**config.mk**
```make
export PLATFORM = sky130hd
export DESIGN_NAME = sal_bk_ctrl_pp_flat
export DESIGN_NICKNAME = d
export VERILOG_FILES = /design/src/rtl/sal_ddr_pkg.sv /design/src/rtl/sal_bk_ctrl_pp_if.sv /design/src/rtl/sal_tcntr.sv /design/src/rtl/sal_bk_ctrl_pp.sv /design/src/flat_wrapper.sv
export SDC_FILE = /design/constraint.sdc
export NUM_CORES = 1
export LEC_CHECK = 0
export ABC_AREA = 1
export CORE_MARGIN = 4
export CORE_UTILIZATION = 50
export DETAILED_ROUTE_END_ITERATION = 6
export HOLD_SLACK_MARGIN = 0.15
export PLACE_DENSITY_LB_ADDON = 0.08
export SLEW_MARGIN = 5
export SYNTH_ARGS = -nofsm -noshare
export SYNTH_HDL_FRONTEND = slang
export SYNTH_SLANG_ARGS = --single-unit
```
**constraint.sdc**
```tcl
create_clock -name clk -period 2.15 [get_ports clk]
set_input_delay 0.43 -clock clk [delete_from_list [all_inputs] [get_ports clk]]
set_output_delay 0.43 -clock clk [all_outputs]
set_load 0.03 [all_outputs]
```
**src/rtl/sal_ddr_pkg.sv**
```systemverilog
// Shared DDR2 bank-controller types and defaults.
// Page policy decode and bank state encoding.
package sal_ddr_pkg;

  localparam int DEF_RA_WIDTH   = 14;
  localparam int DEF_CA_WIDTH   = 10;
  localparam int DEF_TCNT_WIDTH = 6;
  localparam int DEF_IDLE_WIDTH = 8;

  typedef enum logic [1:0] {
    PP_OPEN     = 2'd0,
    PP_CLOSED   = 2'd1,
    PP_ADAPTIVE = 2'd2
  } page_policy_t;

  typedef enum logic {
    BK_CLOSED = 1'b0,
    BK_OPEN   = 1'b1
  } bank_state_t;

  // Encoding 3 is reserved and falls back to open page.
  function automatic page_policy_t decode_policy(
    input logic [1:0] raw
  );
    page_policy_t p;
    case (raw)
      2'd1:    p = PP_CLOSED;
      2'd2:    p = PP_ADAPTIVE;
      default: p = PP_OPEN;
    endcase
    return p;
  endfunction

endpackage

```
**src/rtl/sal_bk_ctrl_pp_if.sv**
```systemverilog
// Bank controller bus: decoder request stream,
// scheduler handshake, timing and policy config.
interface sal_bk_ctrl_pp_if
  import sal_ddr_pkg::*;
#(
  parameter int RA_WIDTH   = DEF_RA_WIDTH,
  parameter int CA_WIDTH   = DEF_CA_WIDTH,
  parameter int TCNT_WIDTH = DEF_TCNT_WIDTH,
  parameter int IDLE_WIDTH = DEF_IDLE_WIDTH
);

  logic [1:0]            page_policy_i;
  logic [IDLE_WIDTH-1:0] idle_limit_i;
  logic [TCNT_WIDTH-1:0] t_rcd_i;
  logic [TCNT_WIDTH-1:0] t_rp_i;
  logic [TCNT_WIDTH-1:0] t_ras_i;
  logic [TCNT_WIDTH-1:0] t_rfc_i;
  logic [TCNT_WIDTH-1:0] t_rtp_i;
  logic [TCNT_WIDTH-1:0] t_wtp_i;

  logic                  req_valid_i;
  logic                  req_wr_i;
  logic [RA_WIDTH-1:0]   req_ra_i;
  logic [CA_WIDTH-1:0]   req_ca_i;
  logic                  req_ready_o;

  logic act_req_o, rd_req_o, wr_req_o;
  logic pre_req_o, ref_req_o;
  logic act_gnt_i, rd_gnt_i, wr_gnt_i;
  logic pre_gnt_i, ref_gnt_i;

  logic [RA_WIDTH-1:0]   sched_ra_o;
  logic [CA_WIDTH-1:0]   sched_ca_o;

  logic                  ref_req_i;
  logic                  ref_gnt_o;
  logic                  bank_open_o;
  logic [RA_WIDTH-1:0]   open_ra_o;

  modport master (
    output page_policy_i, idle_limit_i,
    output t_rcd_i, t_rp_i, t_ras_i,
    output t_rfc_i, t_rtp_i, t_wtp_i,
    output req_valid_i, req_wr_i,
    output req_ra_i, req_ca_i,
    input  req_ready_o,
    input  act_req_o, rd_req_o, wr_req_o,
    input  pre_req_o, ref_req_o,
    output act_gnt_i, rd_gnt_i, wr_gnt_i,
    output pre_gnt_i, ref_gnt_i,
    input  sched_ra_o, sched_ca_o,
    output ref_req_i,
    input  ref_gnt_o, bank_open_o, open_ra_o
  );

  modport slave (
    input  page_policy_i, idle_limit_i,
    input  t_rcd_i, t_rp_i, t_ras_i,
    input  t_rfc_i, t_rtp_i, t_wtp_i,
    input  req_valid_i, req_wr_i,
    input  req_ra_i, req_ca_i,
    output req_ready_o,
    output act_req_o, rd_req_o, wr_req_o,
    output pre_req_o, ref_req_o,
    input  act_gnt_i, rd_gnt_i, wr_gnt_i,
    input  pre_gnt_i, ref_gnt_i,
    output sched_ra_o, sched_ca_o,
    input  ref_req_i,
    output ref_gnt_o, bank_open_o, open_ra_o
  );

endinterface

```
**src/rtl/sal_tcntr.sv**
```systemverilog
// Saturating down-counter for one DDR timing constraint.
// is_zero_o high means the constraint is met.
module sal_tcntr #(
  parameter int W = 6
) (
  input  logic         clk,
  input  logic         rst_n,
  input  logic         load_i,
  input  logic [W-1:0] val_i,
  output logic         is_zero_o
);

  logic [W-1:0] cnt;

  // Grant edge is the first elapsed cycle, so load t-1;
  // the next command is then legal exactly t cycles later.
  always_ff @(posedge clk or negedge rst_n) begin
    if (!rst_n) begin
      cnt <= '0;
    end else if (load_i) begin
      cnt <= (val_i == '0) ? '0 : val_i - W'(1);
    end else if (cnt != '0) begin
      cnt <= cnt - W'(1);
    end
  end

  assign is_zero_o = (cnt == '0);

endmodule

```
**src/rtl/sal_bk_ctrl_pp.sv**
```systemverilog
// Per-bank DDR2 controller with open/closed/adaptive
// page policy and refresh-by-precharge.
module sal_bk_ctrl_pp
  import sal_ddr_pkg::*;
#(
  parameter int RA_WIDTH   = DEF_RA_WIDTH,
  parameter int CA_WIDTH   = DEF_CA_WIDTH,
  parameter int TCNT_WIDTH = DEF_TCNT_WIDTH,
  parameter int IDLE_WIDTH = DEF_IDLE_WIDTH
) (
  input logic           clk,
  input logic           rst_n,
  sal_bk_ctrl_pp_if.slave bus
);

  bank_state_t          state, state_nxt;
  page_policy_t         policy;
  logic [RA_WIDTH-1:0]  open_ra;
  logic [IDLE_WIDTH-1:0] idle;

  logic act_req, rd_req, wr_req, pre_req, ref_req;
  logic act_fire, rd_fire, wr_fire, pre_fire, ref_fire;
  logic any_fire;
  logic rcd_ok, rp_ok, ras_ok, rfc_ok, rtp_ok, wtp_ok;
  logic pre_ok, hit, idle_done;

  assign policy = decode_policy(bus.page_policy_i);

  assign act_fire = act_req & bus.act_gnt_i;
  assign rd_fire  = rd_req  & bus.rd_gnt_i;
  assign wr_fire  = wr_req  & bus.wr_gnt_i;
  assign pre_fire = pre_req & bus.pre_gnt_i;
  assign ref_fire = ref_req & bus.ref_gnt_i;
  assign any_fire = act_fire | rd_fire | wr_fire
                  | pre_fire | ref_fire;

  sal_tcntr #(.W(TCNT_WIDTH)) u_rcd (
    .clk(clk), .rst_n(rst_n), .load_i(act_fire),
    .val_i(bus.t_rcd_i), .is_zero_o(rcd_ok)
  );
  sal_tcntr #(.W(TCNT_WIDTH)) u_ras (
    .clk(clk), .rst_n(rst_n), .load_i(act_fire),
    .val_i(bus.t_ras_i), .is_zero_o(ras_ok)
  );
  sal_tcntr #(.W(TCNT_WIDTH)) u_rp (
    .clk(clk), .rst_n(rst_n), .load_i(pre_fire),
    .val_i(bus.t_rp_i), .is_zero_o(rp_ok)
  );
  sal_tcntr #(.W(TCNT_WIDTH)) u_rfc (
    .clk(clk), .rst_n(rst_n), .load_i(ref_fire),
    .val_i(bus.t_rfc_i), .is_zero_o(rfc_ok)
  );
  sal_tcntr #(.W(TCNT_WIDTH)) u_rtp (
    .clk(clk), .rst_n(rst_n), .load_i(rd_fire),
    .val_i(bus.t_rtp_i), .is_zero_o(rtp_ok)
  );
  sal_tcntr #(.W(TCNT_WIDTH)) u_wtp (
    .clk(clk), .rst_n(rst_n), .load_i(wr_fire),
    .val_i(bus.t_wtp_i), .is_zero_o(wtp_ok)
  );

  assign pre_ok    = ras_ok & rtp_ok & wtp_ok;
  assign hit       = bus.req_valid_i
                   & (bus.req_ra_i == open_ra);
  assign idle_done = (idle >= bus.idle_limit_i);

  // Bank state register.
  always_ff @(posedge clk or negedge rst_n) begin
    if (!rst_n) state <= BK_CLOSED;
    else        state <= state_nxt;
  end

  // Latch the row on ACT grant.
  always_ff @(posedge clk or negedge rst_n) begin
    if (!rst_n)        open_ra <= '0;
    else if (act_fire) open_ra <= bus.req_ra_i;
  end

  // Idle counter: counts request-free cycles, saturating.
  always_ff @(posedge clk or negedge rst_n) begin
    if (!rst_n) begin
      idle <= '0;
    end else if (bus.req_valid_i || any_fire) begin
      idle <= '0;
    end else if (idle != '1) begin
      idle <= idle + IDLE_WIDTH'(1);
    end
  end

  // Command selection and next state.
  always_comb begin
    state_nxt = state;
    act_req   = 1'b0;
    rd_req    = 1'b0;
    wr_req    = 1'b0;
    pre_req   = 1'b0;
    ref_req   = 1'b0;
    unique case (state)
      BK_CLOSED: begin
        if (rp_ok && rfc_ok) begin
          if (bus.ref_req_i)        ref_req = 1'b1;
          else if (bus.req_valid_i) act_req = 1'b1;
        end
        if (act_fire) state_nxt = BK_OPEN;
      end
      BK_OPEN: begin
        if (bus.ref_req_i) begin
          pre_req = pre_ok;
        end else if (bus.req_valid_i) begin
          if (hit) begin
            rd_req = rcd_ok & ~bus.req_wr_i;
            wr_req = rcd_ok &  bus.req_wr_i;
          end else begin
            pre_req = pre_ok;
          end
        end else begin
          case (policy)
            PP_CLOSED:   pre_req = pre_ok;
            PP_ADAPTIVE: pre_req = pre_ok & idle_done;
            default:     pre_req = 1'b0;
          endcase
        end
        if (pre_fire) state_nxt = BK_CLOSED;
      end
      default: state_nxt = BK_CLOSED;
    endcase
  end

  // Outputs forced low while reset is asserted.
  assign bus.act_req_o   = rst_n & act_req;
  assign bus.rd_req_o    = rst_n & rd_req;
  assign bus.wr_req_o    = rst_n & wr_req;
  assign bus.pre_req_o   = rst_n & pre_req;
  assign bus.ref_req_o   = rst_n & ref_req;
  assign bus.ref_gnt_o   = rst_n & ref_fire;
  assign bus.req_ready_o = rst_n & (rd_fire | wr_fire);
  assign bus.sched_ra_o  = rst_n ? bus.req_ra_i
                                 : RA_WIDTH'(0);
  assign bus.sched_ca_o  = rst_n ? bus.req_ca_i
                                 : CA_WIDTH'(0);
  assign bus.bank_open_o = (state == BK_OPEN);
  assign bus.open_ra_o   = open_ra;

endmodule
```
**src/flat_wrapper.sv**
```systemverilog
// flat-port wrapper written by rule: the top's interface ports become plain ports
module sal_bk_ctrl_pp_flat import sal_ddr_pkg::*;
#(
  parameter int RA_WIDTH   = DEF_RA_WIDTH,
  parameter int CA_WIDTH   = DEF_CA_WIDTH,
  parameter int TCNT_WIDTH = DEF_TCNT_WIDTH,
  parameter int IDLE_WIDTH = DEF_IDLE_WIDTH
)
  (clk, rst_n, bus_page_policy_i, bus_idle_limit_i, bus_t_rcd_i, bus_t_rp_i, bus_t_ras_i, bus_t_rfc_i, bus_t_rtp_i, bus_t_wtp_i, bus_req_valid_i, bus_req_wr_i, bus_req_ra_i, bus_req_ca_i, bus_req_ready_o, bus_act_req_o, bus_rd_req_o, bus_wr_req_o, bus_pre_req_o, bus_ref_req_o, bus_act_gnt_i, bus_rd_gnt_i, bus_wr_gnt_i, bus_pre_gnt_i, bus_ref_gnt_i, bus_sched_ra_o, bus_sched_ca_o, bus_ref_req_i, bus_ref_gnt_o, bus_bank_open_o, bus_open_ra_o);
  sal_bk_ctrl_pp_if #(.RA_WIDTH(RA_WIDTH), .CA_WIDTH(CA_WIDTH), .TCNT_WIDTH(TCNT_WIDTH), .IDLE_WIDTH(IDLE_WIDTH)) bus_i ();
  input logic clk;
  input logic rst_n;
  input wire logic [$bits(bus_i.page_policy_i)-1:0] bus_page_policy_i;
  input wire logic [$bits(bus_i.idle_limit_i)-1:0] bus_idle_limit_i;
  input wire logic [$bits(bus_i.t_rcd_i)-1:0] bus_t_rcd_i;
  input wire logic [$bits(bus_i.t_rp_i)-1:0] bus_t_rp_i;
  input wire logic [$bits(bus_i.t_ras_i)-1:0] bus_t_ras_i;
  input wire logic [$bits(bus_i.t_rfc_i)-1:0] bus_t_rfc_i;
  input wire logic [$bits(bus_i.t_rtp_i)-1:0] bus_t_rtp_i;
  input wire logic [$bits(bus_i.t_wtp_i)-1:0] bus_t_wtp_i;
  input wire logic [$bits(bus_i.req_valid_i)-1:0] bus_req_valid_i;
  input wire logic [$bits(bus_i.req_wr_i)-1:0] bus_req_wr_i;
  input wire logic [$bits(bus_i.req_ra_i)-1:0] bus_req_ra_i;
  input wire logic [$bits(bus_i.req_ca_i)-1:0] bus_req_ca_i;
  output wire logic [$bits(bus_i.req_ready_o)-1:0] bus_req_ready_o;
  output wire logic [$bits(bus_i.act_req_o)-1:0] bus_act_req_o;
  output wire logic [$bits(bus_i.rd_req_o)-1:0] bus_rd_req_o;
  output wire logic [$bits(bus_i.wr_req_o)-1:0] bus_wr_req_o;
  output wire logic [$bits(bus_i.pre_req_o)-1:0] bus_pre_req_o;
  output wire logic [$bits(bus_i.ref_req_o)-1:0] bus_ref_req_o;
  input wire logic [$bits(bus_i.act_gnt_i)-1:0] bus_act_gnt_i;
  input wire logic [$bits(bus_i.rd_gnt_i)-1:0] bus_rd_gnt_i;
  input wire logic [$bits(bus_i.wr_gnt_i)-1:0] bus_wr_gnt_i;
  input wire logic [$bits(bus_i.pre_gnt_i)-1:0] bus_pre_gnt_i;
  input wire logic [$bits(bus_i.ref_gnt_i)-1:0] bus_ref_gnt_i;
  output wire logic [$bits(bus_i.sched_ra_o)-1:0] bus_sched_ra_o;
  output wire logic [$bits(bus_i.sched_ca_o)-1:0] bus_sched_ca_o;
  input wire logic [$bits(bus_i.ref_req_i)-1:0] bus_ref_req_i;
  output wire logic [$bits(bus_i.ref_gnt_o)-1:0] bus_ref_gnt_o;
  output wire logic [$bits(bus_i.bank_open_o)-1:0] bus_bank_open_o;
  output wire logic [$bits(bus_i.open_ra_o)-1:0] bus_open_ra_o;
  assign bus_i.page_policy_i = bus_page_policy_i;
  assign bus_i.idle_limit_i = bus_idle_limit_i;
  assign bus_i.t_rcd_i = bus_t_rcd_i;
  assign bus_i.t_rp_i = bus_t_rp_i;
  assign bus_i.t_ras_i = bus_t_ras_i;
  assign bus_i.t_rfc_i = bus_t_rfc_i;
  assign bus_i.t_rtp_i = bus_t_rtp_i;
  assign bus_i.t_wtp_i = bus_t_wtp_i;
  assign bus_i.req_valid_i = bus_req_valid_i;
  assign bus_i.req_wr_i = bus_req_wr_i;
  assign bus_i.req_ra_i = bus_req_ra_i;
  assign bus_i.req_ca_i = bus_req_ca_i;
  assign bus_req_ready_o = bus_i.req_ready_o;
  assign bus_act_req_o = bus_i.act_req_o;
  assign bus_rd_req_o = bus_i.rd_req_o;
  assign bus_wr_req_o = bus_i.wr_req_o;
  assign bus_pre_req_o = bus_i.pre_req_o;
  assign bus_ref_req_o = bus_i.ref_req_o;
  assign bus_i.act_gnt_i = bus_act_gnt_i;
  assign bus_i.rd_gnt_i = bus_rd_gnt_i;
  assign bus_i.wr_gnt_i = bus_wr_gnt_i;
  assign bus_i.pre_gnt_i = bus_pre_gnt_i;
  assign bus_i.ref_gnt_i = bus_ref_gnt_i;
  assign bus_sched_ra_o = bus_i.sched_ra_o;
  assign bus_sched_ca_o = bus_i.sched_ca_o;
  assign bus_i.ref_req_i = bus_ref_req_i;
  assign bus_ref_gnt_o = bus_i.ref_gnt_o;
  assign bus_bank_open_o = bus_i.bank_open_o;
  assign bus_open_ra_o = bus_i.open_ra_o;
  sal_bk_ctrl_pp #(.RA_WIDTH(RA_WIDTH), .CA_WIDTH(CA_WIDTH), .TCNT_WIDTH(TCNT_WIDTH), .IDLE_WIDTH(IDLE_WIDTH)) u_core (.clk(clk), .rst_n(rst_n), .bus(bus_i));
endmodule
```
# Yosys cells after proc, flatten, opt, wreduce, memory -nomap -nowiden
# Cells that the tools add are included.
# totals
wordCells	127
register_bits	59
out_inout_bits	46
# op_classes
add_sub_neg	13
bitwise	25
reduce_logical	27
eq_ne	6
muxes	46
magnitude_cmp	1
# ops
operator	n
6-bit two-way mux	18
6-bit logical NOT	12
6-bit by 1-bit subtractor with 6-bit output (second input constant)	12
6-bit nonzero test	6
1-bit two-way mux	21
1-bit AND	18
8-bit two-way mux	2
14-bit equality test	1
14-bit two-way mux	1
2-bit nonzero test	7
10-bit two-way mux	1
8-bit by 1-bit adder with 8-bit output (second input constant)	1
8-bit greater-or-equal comparator	1
8-bit inequality test (second input constant)	1
1-bit OR	5
2-bit by 1-bit equality test with 1-bit output (second input constant)	2
2-bit equality test (second input constant)	2
1-bit case mux with 2 select lines	2
2-bit case mux with 2 select lines	1
1-bit inverter	2
1-bit logical AND	1
1-bit logical OR	1

# Longest topological paths before layout
# depth
word_depth	13
depth_mapped	19

# Modules after synthesis
# Synthesis repeated with hierarchy kept, for this count alone.
# hier_totals
hier_cells	794
hier_area_um2	5017.3
# modules_own_cells
module	instances	area_per_inst_um2	seq_area_each_um2	cells_per_inst
sal_tcntr	6	526.8	150.1	81
sal_bk_ctrl_pp	1	1856.8	575.6	308

# Least setup slack after synthesis
# OpenSTA, ideal clock, no wires.
# synth_path
kind	reg-to-output
from	register u_core.u_rp.cnt[0]
to	output port bus_ref_gnt_o
arrival_ns	1.904
path_slack_ns	-0.184
required_time_ns	1.720
stages_incl_launch_ff	11
n_path_buf	0
path_cell_list	dfrtp_1 > inv_1 > ha_1 > inv_1 > nor2_2 > nand2_2 > nor2_8 > nand2_2 > inv_2 > nand3_2 > nor3_1
# synth_between
elab_chain_cells	6
# synth_lines
item	line	text
start, declared	sal_tcntr.sv:13	logic [W-1:0] cnt;
start signal, assigned	sal_tcntr.sv:21	cnt <= (val_i == '0) ? '0 : val_i - W'(1);
start signal, assigned	sal_tcntr.sv:23	cnt <= cnt - W'(1);
6-bit logical NOT	sal_tcntr.sv:27	assign is_zero_o = (cnt == '0);
1-bit logical AND	sal_bk_ctrl_pp.sv:100	if (rp_ok && rfc_ok) begin
1-bit two-way mux	sal_bk_ctrl_pp.sv:100	
1-bit two-way mux	sal_bk_ctrl_pp.sv:98	unique case (state)
1-bit AND	sal_bk_ctrl_pp.sv:33	assign ref_fire = ref_req & bus.ref_gnt_i;
1-bit AND	sal_bk_ctrl_pp.sv:135	assign bus.ref_gnt_o = rst_n & ref_fire;
end, declared	flat_wrapper.sv:39	output wire logic [$bits(bus_i.ref_gnt_o)-1:0] bus_ref_gnt_o;
# Every way passes these cells.

# Worst setup path after layout
# layout_path
from	register u_core.idle[7]
to	output port bus_pre_req_o
# layout_between
elab_chain_cells	7
# layout_lines
item	line	text
start, declared	sal_bk_ctrl_pp.sv:19	logic [IDLE_WIDTH-1:0] idle;
start signal, assigned	sal_bk_ctrl_pp.sv:86	idle <= idle + IDLE_WIDTH'(1);
8-bit greater-or-equal comparator	sal_bk_ctrl_pp.sv:65	assign idle_done = (idle >= bus.idle_limit_i);
1-bit AND	sal_bk_ctrl_pp.sv:119	PP_ADAPTIVE: pre_req = pre_ok & idle_done;
1-bit case mux with 2 select lines	sal_bk_ctrl_pp.sv:117	case (policy)
1-bit two-way mux	sal_bk_ctrl_pp.sv:109	end else if (bus.req_valid_i) begin
1-bit two-way mux	sal_bk_ctrl_pp.sv:107	if (bus.ref_req_i) begin
1-bit two-way mux	sal_bk_ctrl_pp.sv:98	
1-bit AND	sal_bk_ctrl_pp.sv:133	assign bus.pre_req_o = rst_n & pre_req;
end, declared	flat_wrapper.sv:29	output wire logic [$bits(bus_i.pre_req_o)-1:0] bus_pre_req_o;
# Every way passes these cells.

==> summary.txt <==
Yosys warning count = 0
Crit start category = flip-flop
Clock root cell = clkbuf_8
Initial antenna violation count = 0
Top cell type's share of synthesized area = 29.9%
GRT Overall Usage = 24.4%
Post-DRT Antenna Nets = 0
CTS tree = done
Vias/cell = 4.99
Wirelength, routed = 14.2 mm
Final hold viol count = 0
Crit-path max cell delay = 0.42 ns
Worst clock skew = 0.0126 ns
Critical path cell sequence = ha_4, nand2_4, nor2_4, nand4_1, nand3_2, nand2_1, nand2_1, nand2_2, nand2_1, nand2_1, nand2_2, nand2_2, nor2_4, buf_6
Drt wl/cell = 13.2 microns
Die H = 107 microns
Failing checks = negative setup slack
Share of layout cells above drive strength 1 = 23.6%
Count of cell types in the netlist = 44
Floorplan row count = 35
Diodes inserted = 0
Total grt overflow = 0
Post-Syn Area = 4930 sq um
DIE AREA = 11500 sq um
Leading area contributor after synthesis = dfrtp_1
Worst Tran Pin Value = 0.488 ns
First-pass GRT wire length = 23.2 mm
Family with the most delay on the worst path = simple AND/OR/NAND/NOR gates
CTS buffer count = 9
Slowest stage cell on the critical path = dfrtp_1
Final period util = 117%
Leakage dissipation = 4.05 nW
Vias = 5373
Crit path max fanout = 2
Total power = 2.59 mW
Port bufs = 125
Min Tclk post-route = 2.51 ns
Detailed Route Iter0 Violations = 282
Crit Path Class = reg -> out
Seq cells post-synth = 59
CTS H-Tree Depth = 3
Worst Path Arrival = 2.08 ns
DRC = 0
Worst Hold Class = in -> async
MaxCap Viol Count = 0
1st-pass router iterations = 5
RePlAce Congestion = 0.931
Final WS setup = -0.362 ns
Mapped Avg Cell Area = 6.76 sq um
# hold bufs at CTS = 0
Sink Count = 59
Dpl ws = -0.656 ns
Worst Path Required = 1.72 ns
Ranking of synthesized cells by area = dfrtp_1, nand2_1, inv_1
CTS Buffer Depth = 2
VDD IR max = 0.349 mV
Fmax = 0.398 GHz
Placed inst area = 6720 sq um
Io pins = 126
Core area = 9420 sq um
Headroom to the max-slew limit = 67.2%
Post-detailed-placement half-perimeter wirelength = 10.9 mm
Starting Density = 52.4%
Die Wd = 107 microns
Utilization after layout = 78.1%
Final nets = 1055
Final Instance Area = 7350 sq um
Seq/Total Area, Yosys = 29.9%
Worst-path clk slew = 0.08 ns
Status = finished with violations
Syn nets = 841
Crit end category = output pin
Reg2reg setup slack = 0.08 ns
Vias in the first global route = 5430
Area Growth Syn to Fin = 49.1%
Setup violations, final = 7
Pwr dens = 352 nW/um^2
RSZ-0062 raised after global routing = yes
Pins Over Slew Limit = 0
Cell seen most often among critical-path stages = nand2_1
Synth Instances = 729
Largest net degree at the start of global routing = 37
Worst path buffer plus inverter count = 1
Clk_lat worst skew = 0.34 ns
==> kinds of logic after synthesis <==
| group | after synthesis | share of synthesized area, % |
|---|---|---|
| and+or+nand+nor | 343 | 32.5 |
| muxes | 1 | 0.203 |
| adders and majority gates | 32 | 8.12 |
| DFF | 59 | 29.9 |
| buffers and inverters | 172 | 13.3 |
| AOI/OAI and AO/OA | 92 | 10.5 |
| xor gates and xnor gates | 30 | 5.48 |
==> routing by layer <==
metal  vias to the layer above  GRT usage [%]  routed length (microns)
met2                       147           46.3                     7220
met4                         0           7.03                      348
met1                      2468           28.3                     5950
met3                        28           3.12                      710
met5                         -              0                        0
li1                       2730              -                        -
==> per-stage QoR <==
step | hold WS, ns | cells | TNS, ns
floorplan | 0.134 | 729 | 0
global placement | 0.492 | 1033 | -10.83
detailed placement | 0.506 | 1033 | -11.94
CTS | 0.172 | 1071 | -2.30
global route | 0.198 | 1077 | -2.87
finish | 0.169 | 1077 | -1.33
==> layout by cell type, fill, tap and decap left out, drive strengths merged, types with 4 or more instances in the layout <==
cell,instances
nand2,168
nor4,4
xnor2,14
buf,118
nor2,79
nand4,24
clkbuf,9
dlygate4sd2,18
ha,32
dfrtp,59
xor2,16
a21oi,17
inv,165
or2,6
clkdlybuf4s50,71
nand3,44
o21ai,53
nor3,12
dlymetal6s2s,4
a31oi,5
==> layout make-up <==
class	count	area, sq um
timing repair buffer	211	1840
fill	719	2070
tap	129	161
inverter	164	618
clock buffer	9	124
multi-input combinational	498	3070
clock inverter	7	53.8
sequential	59	1480
==> state kept, by name, summed over array words and instances, names as in the netlist <==
signal                  flops
u_core.u_rfc.cnt            6
u_core.u_rcd.cnt            6
u_core.bus.open_ra_o       14
u_core.u_rp.cnt             6
u_core.u_rtp.cnt            6
u_core.idle                 8
u_core.u_wtp.cnt            6
u_core.bus.bank_open_o      1
u_core.u_ras.cnt            6
==> final timing paths <==
path,depth (start not counted),end,startpoint
min in group clk,3,u_core.bus.open_ra_o[10]$_DFFE_PN0P_,bus_req_ra_i[10]
worst min register to register,2,u_core.u_wtp.cnt[1]$_DFFE_PN0P_,u_core.u_wtp.cnt[1]$_DFFE_PN0P_
worst max register to register,16,u_core.u_rp.cnt[5]$_DFFE_PN0P_,u_core.idle[7]$_DFFE_PN0P_
worst min-delay path,2,u_core.idle[7]$_DFFE_PN0P_,rst_n
max in group asynchronous,3,u_core.u_ras.cnt[3]$_DFFE_PN0P_,rst_n
worst max-delay path,14,bus_pre_req_o,u_core.idle[7]$_DFFE_PN0P_
==> cells in the mapped netlist, drive strengths merged <==
cell type and instances:
a211oi 1, a21boi 1, a21o 1, a21oi 17, a311oi 3, a31oi 5
and2 1, and3 1, buf 3, clkbuf 5, dfrtp 59, ha 32
inv 164, mux2i 1, nand2 168, nand3 44, nand3b 2, nand4 24
nor2 79, nor3 12, nor3b 2, nor4 4, o2111ai 2, o211ai 2
o21a 3, o21ai 53, o311ai 1, o31ai 3, or2 6, xnor2 14
xor2 16
==> what timing repair did <==
action,in CTS,in global routing
setup endpoints to repair,22,26
endpoints found under the hold margin,0,0
gates resized for setup,61,32
buffers inserted,22,7
pin swaps,41,30
==> power breakdown <==
part | internal, mW | switching [mW] | leakage, nW | total [mW]
sequential | 1.11 | 0.00442 | 0.786 | 1.12
combinational | 0.259 | 0.290 | 3.18 | 0.549
clock | 0.423 | 0.499 | 0.0818 | 0.922
No activity file was read; power rests on OpenSTA's default activity.
